### src/rtl/mnist_frame_loader_pkg.sv
// mnist_frame_loader_pkg: shared sizes and FSM encoding for the MNIST frame loader
package mnist_frame_loader_pkg;
  localparam int NUM_PIXELS = 784;
  localparam int PIX_IN_W = 8;
  localparam int PIX_Q_W = 4;
  localparam int ADDR_W = 10;
  localparam int NUM_CLASSES = 10;
  typedef enum logic [2:0] {
    S_LOAD   = 3'd0,
    S_COMMIT = 3'd1,
    S_START  = 3'd2,
    S_WAIT   = 3'd3,
    S_RESULT = 3'd4
  } state_t;
endpackage

### src/rtl/mnist_frame_loader_pixel_quantizer.sv
// mnist_frame_loader_pixel_quantizer: 8-bit grayscale to int4, round-half-up with saturation
module mnist_frame_loader_pixel_quantizer
  import mnist_frame_loader_pkg::*;
(
  input  logic [PIX_IN_W-1:0] pix,
  output logic [PIX_Q_W-1:0]  q
);
  logic [PIX_IN_W:0] s;
  assign s = {1'b0, pix} + (PIX_IN_W+1)'(8);
  // Anything past 255 after rounding would need a fifth bit, so clamp to 15.
  assign q = (s > (PIX_IN_W+1)'(255)) ? '1 : s[PIX_IN_W-1 -: PIX_Q_W];
endmodule

### src/rtl/mnist_frame_loader.sv
// mnist_frame_loader: streams one quantized 28x28 frame into the MLP pixel buffer, runs the core, returns its class
module mnist_frame_loader
  import mnist_frame_loader_pkg::*;
(
  input  logic                clk,
  input  logic                reset,
  input  logic                pix_valid,
  input  logic [PIX_IN_W-1:0] pix_data,
  input  logic                pix_last,
  output logic                pix_ready,
  output logic                buf_we,
  output logic [ADDR_W-1:0]   buf_addr,
  output logic [PIX_Q_W-1:0]  buf_wdata,
  output logic                mlp_start,
  input  logic                mlp_done,
  input  logic [3:0]          mlp_class,
  output logic                result_valid,
  output logic [3:0]          result_class,
  input  logic                result_ready,
  output logic                frame_error,
  output logic                busy
);
  state_t state, state_n;
  logic [ADDR_W-1:0] count;
  logic [PIX_Q_W-1:0] q;
  logic accept, at_end, frame_ok, frame_bad;
  mnist_frame_loader_pixel_quantizer u_quant (.pix(pix_data), .q(q));
  assign accept = pix_valid & pix_ready;
  assign at_end = count == ADDR_W'(NUM_PIXELS - 1);
  assign frame_ok = accept & pix_last & at_end;
  // Early last or missing last both mean the frame is malformed.
  assign frame_bad = accept & (pix_last ^ at_end);
  assign pix_ready = state == S_LOAD;
  assign busy = state != S_LOAD;
  assign mlp_start = state == S_START;
  assign result_valid = state == S_RESULT;
  always_ff @(posedge clk)
    if (!reset) state <= S_LOAD;
    else state <= state_n;
  always_comb begin
    state_n = state;
    case (state)
      S_LOAD:   state_n = frame_ok ? S_COMMIT : S_LOAD;
      S_COMMIT: state_n = S_START;
      S_START:  state_n = S_WAIT;
      S_WAIT:   state_n = mlp_done ? S_RESULT : S_WAIT;
      S_RESULT: state_n = result_ready ? S_LOAD : S_RESULT;
      default:  state_n = S_LOAD;
    endcase
  end
  always_ff @(posedge clk)
    if (!reset) begin
      count <= '0;
      buf_we <= 1'b0;
      buf_addr <= '0;
      buf_wdata <= '0;
      frame_error <= 1'b0;
      result_class <= '0;
    end else begin
      buf_we <= accept;
      frame_error <= frame_bad;
      if (accept) begin
        buf_addr <= count;
        buf_wdata <= q;
        count <= (pix_last | at_end) ? '0 : count + 1'b1;
      end
      if (state == S_WAIT && mlp_done) result_class <= mlp_class;
    end
endmodule

### config.mk
export PLATFORM = sky130hd
export DESIGN_NAME = mnist_frame_loader
export DESIGN_NICKNAME = d
export VERILOG_FILES = /design/src/rtl/mnist_frame_loader_pkg.sv /design/src/rtl/mnist_frame_loader_pixel_quantizer.sv /design/src/rtl/mnist_frame_loader.sv
export SDC_FILE = /design/constraint.sdc
export NUM_CORES = 1
export LEC_CHECK = 0
export ABC_AREA = 0
export BUFFER_PORTS_ARGS = -buffer_cell sky130_fd_sc_hd__buf_2
export CORE_ASPECT_RATIO = 1.4
export CORE_UTILIZATION = 50
export DETAILED_ROUTE_END_ITERATION = 10
export PLACE_DENSITY_LB_ADDON = 0.15
export SETUP_SLACK_MARGIN = 0.4
export SKIP_CTS_REPAIR_TIMING = 1
export SYNTH_ARGS = -nofsm -noshare
export SYNTH_HDL_FRONTEND = slang
export SYNTH_SLANG_ARGS = --single-unit
### constraint.sdc
create_clock -name clk -period 2.1 [get_ports clk]
set_input_delay 0.315 -clock clk [delete_from_list [all_inputs] [get_ports clk]]
set_output_delay 0.315 -clock clk [all_outputs]
set_load 0.02 [all_outputs]
Yosys cells after proc, flatten, opt, wreduce, memory -nomap -nowiden. Cells that the tools add are included.

Register bits after elaboration: 33. Bits of input ports: 18. Output and inout bits: 24. Logic and storage cells: 30.

Add/sub/neg operators: 2. Order comparisons: 1. Eq/ne operators: 5. Mux-type cells: 6. Bitwise logic cells: 6. Reduce and logical (&&, ||, !) cells: 3.

Operators by type and width (number): $pmux W3 S5 (1); $add A10 B1 Y10 const B (1); $eq A10 B10 Y1 const B (1); $mux W10 (1); $add A8 B4 Y9 const B (1); $gt A9 B8 Y1 const B (1); $eq A3 B2 Y1 const B (2); $mux W3 (2); $and A1 B1 Y1 (4); $mux W4 (1); $eq A3 B1 Y1 const B (1); $eq A3 B3 Y1 const B (1); $logic_not A3 Y1 (1); $reduce_bool A3 Y1 (1); $logic_and A1 B1 Y1 (1); $mux W1 (1); $or A1 B1 Y1 (1); $xor A1 B1 Y1 (1).

Longest topological paths before layout.
Depth in word-level cells: 6. Mapped depth: 8.

By module. From an unflattened synthesis, not the netlist that was laid out.

Cell total of the unflattened synthesis: 195. Area total of the unflattened synthesis: 1609.0 um^2.

Modules (own cells, without submodules): mnist_frame_loader (times used 1, cells an instance 173, area each 1462.7 um^2, sequential area each 660.6 um^2); mnist_frame_loader_pixel_quantizer (times used 1, cells an instance 22, area each 146.4 um^2, sequential area each 0.0 um^2).

Least setup slack after synthesis. No wires, ideal clock.

Kind: register to register. Start point: reg count[0]. End point: reg count[3]. Arrival: 1.670 ns. Required time: 2.030 ns. Path slack: 0.360 ns. Stages on the path, launching flop included: 8. Clock period less this slack: 1.740 ns. Cell sequence: dfxtp_1 -> ha_1 -> and3_1 -> nand4b_1 -> ha_1 -> nand2_1 -> or3_1 -> a21oi_1.

Longest elaborated chain between the ends: 3. Elaborated cells on any way between the ends: 4. Those cells by class: add/sub (1); eq/ne (1); mux (1); bitwise (1).

RTL lines: from (decl) (RTL line mnist_frame_loader.sv:24) `logic [ADDR_W-1:0] count;`; from (signal assigned) (RTL line mnist_frame_loader.sv:65) `count <= (pix_last | at_end) ? '0 : count + 1'b1;`; branches (longest 2 deep; another with $add A10 B1 Y10); $mux W10 (*) (RTL line mnist_frame_loader.sv:65).

Mark *: on every way between the ends. A chain may end at the register's enable or synchronous reset.

Worst setup path after layout.
Start point: reg count[5]. End point: reg count[4].

Longest elaborated chain between the ends: 3.

RTL lines: $eq A10 B10 Y1 (RTL line mnist_frame_loader.sv:29) `assign at_end = count == ADDR_W'(NUM_PIXELS - 1);`; $or A1 B1 Y1 (RTL line mnist_frame_loader.sv:65); $mux W10 (RTL line mnist_frame_loader.sv:65).

No other way between the ends.

==> results.cfg <==
[worst_setup_path]
worstRegToRegCells = 7
end_kind = register
r2r-start = count[5]
cp.required_ns = 2.33
endpoint = count[4]
crit_type = register to register
reg2reg_setup_slack_ns = 0.33
crit_arrival_ns = 2.00
crit_start = count[5]
startpoint_type = register
crit_fanout = 6
r2r-end = count[4]

[place]
dpl.hpwl_mm = 2.23
io_buffers = 41
dp.cells = 238
gp_congestion = 0.882

[synth]
synth_edf_count = 0
ys.flop_type = dfxtp_1
yosys.cell_count.top_type = dfxtp_1
post-synth-top-area-cell = dfxtp_1
synth_area_mm2 = 0.00143
synth_commonest_cells = dfxtp_1, nand2_1, a21oi_1
synth-async-reset-ratio_pct = 0
yosysTopAreaCellShare_pct = 46.2
synth.avg_cell_area_um2 = 8.66
synth_cell_types = 32
ys_seq_elements = 33
synth_area_leaders = dfxtp_1, nand2_1, a21oi_1
seq_area_frac_synth_pct = 46.2
synthesis.nets = 187
synth_warnings = 0
synthCells = 165

[timing]
setup_viol = 0
skew_ns = 0.0113
min_period_over_period_pct = 84.5
max_slew_margin_pct = 62.2
slew_viol_final = 0
worstMarginPinSlew_ns = 0.566
fmax_mhz = 564
rsz0062_at_grt = true
hold_violations = 0
min_period_ns = 1.77
fin_tns_setup_ns = 0

[flow_run]
drv_cap = 0

[layout]
instances_no_fill = 251
area_delta_synth_final_pct = 28.3
fillers = 244
finalNetCount = 236
drive_gt1_share_pct = 33.0
diodes = 0

[floorplanning]
die_h_um = 65.3
core_region_area_mm2 = 0.00267
top_level_ports = 42
start_util_pct = 53.5
rows = 22
dieArea_mm2 = 0.00308
die_w_um = 47.2

[clock_network]
clk_latency_ns = 0.33
clkSinkCount = 33
htree_levels = 2
tritoncts = done
clkTransAtPathRegs_ns = 0.10
cts_buffer_depth = 2
cts_made_buffers = 5
root_buffer = clkbuf_4

[detailed_routing]
drtPass1Iterations = 4
postRouteAntennaNets = 0
routedWlPerCell_um = 12.2
drcViolationCount = 0
drt-initial-drc-count = 25
via_count = 1303
finalWirelength_mm = 3.06
viasPerCell = 5.19

[global_routing]
grt_pass1_wl_mm = 4.68
grt_max_degree = 21
grt_pass1_vias = 1138
antenna_found_initial = 0
grtUsageTotal_pct = 21.3
grt.overflow.total = 0

[status]
status = finished, final reports clean

[power_and_ir_drop]
power_density_mw_per_mm2 = 627
total_power_uw = 1150
ir_drop_mv = 0.445
leakage_uw = 0.000816

[min_path]
hp-class = primary input to register
## worst max-delay path, stage by stage, from the launching register on
cell	delay [ns]
dfxtp_1	0.38
nor4b_2	0.34
nand4b_1	0.22
ha_4	0.24
inv_2	0.05
o21ai_0	0.08
and2_1	0.17
o21a_1	0.18
## area by class of cell
class                           instances  area [µm²]  share of cell area, %
Clock buffer                            7        65.1                   3.55
Clock inverter                          1        5.00                  0.273
Inverter                                5        18.8                   1.02
Multi-Input combinational cell        120         763                   41.6
Sequential cell                        33         671                   36.6
Tap cell                               36        45.0                   2.46
Timing Repair Buffer                   49         265                   14.5
## flip-flops by register name (all words and copies together), names as in the netlist
register      count
count            10
frame_error       1
state             3
buf_we            1
result_class      4
buf_wdata         4
buf_addr         10
## layout by cell type, fill, tap and decap left out, types with 2 or more instances in the layout
| cell | n |
|---|---|
| a21oi_1 | 18 |
| and2_1 | 4 |
| and4_1 | 2 |
| buf_2 | 41 |
| buf_4 | 8 |
| clkbuf_4 | 5 |
| clkbuf_8 | 2 |
| dfxtp_1 | 29 |
| dfxtp_2 | 2 |
| dfxtp_4 | 2 |
| ha_1 | 2 |
| ha_4 | 2 |
| inv_1 | 4 |
| mux2i_1 | 4 |
| nand2_1 | 24 |
| nand2b_1 | 4 |
| nand3_1 | 6 |
| nand4_1 | 4 |
| nand4b_1 | 2 |
| nor2_1 | 15 |
| o21ai_0 | 8 |
| or3_1 | 2 |
| xor2_1 | 7 |
## stage by stage
| step | util (%) | hold slack, ns | instance area, µm² | setup slack (ns) |
|---|---|---|---|---|
| 2_1_floorplan | - | 0.433 | 1440 | 0.416 |
| 3_3_place_gp | 62.9 | 0.440 | 1680 | 0.335 |
| 3_5_place_dp | 62.9 | 0.449 | 1680 | 0.259 |
| 4_1_cts | 65.6 | 0.207 | 1750 | 0.228 |
| 5_1_grt | 68.7 | 0.204 | 1830 | 0.245 |
| 6_report | 68.7 | 0.210 | 1830 | 0.326 |
## cells by family after synthesis
family	count (synthesis)	share of synthesized area, %
and+or+nand+nor	72	26.5
DFF	33	46.2
AOI/OAI and AO/OA	31	11.9
buffers and inverters	12	3.33
xor gates and xnor gates	8	4.90
muxes	5	3.59
adders and majority gates	4	3.50
## routing by layer
| layer | global-route usage (%) | part of all wire, % | vias up | wire [µm] |
|---|---|---|---|---|
| met5 | 0 | 0 | - | 0 |
| met4 | 9.64 | 1.5 | 0 | 46 |
| met3 | 6.87 | 4.2 | 5 | 128 |
| met2 | 36.6 | 54 | 34 | 1650 |
| met1 | 22.5 | 40 | 596 | 1230 |
| li1 | - | - | 668 | - |
## power breakdown
| group | switching, µW | internal [µW] |
|---|---|---|
| sequential | 6.72 | 635 |
| clock | 205 | 194 |
| combinational | 63.7 | 45.4 |
## worst min-delay path by stage
| stage | slack [ns] | to | cells past startpoint | from |
|---|---|---|---|---|
| 6_report | 0.21 | result_class[2] | 3 | mlp_class[2] |
| 5_1_grt | 0.20 | result_class[3] | 3 | mlp_class[3] |
| 4_1_cts | 0.21 | result_class[2] | 3 | mlp_class[2] |
| 3_5_place_dp | 0.45 | buf_addr[8] | 2 | buf_addr[8] |
| 3_3_place_gp | 0.44 | buf_addr[0] | 2 | buf_addr[0] |
| 2_1_floorplan | 0.43 | count[4] | 1 | reset |
Note: power is estimated with default switching activity, not from simulation.
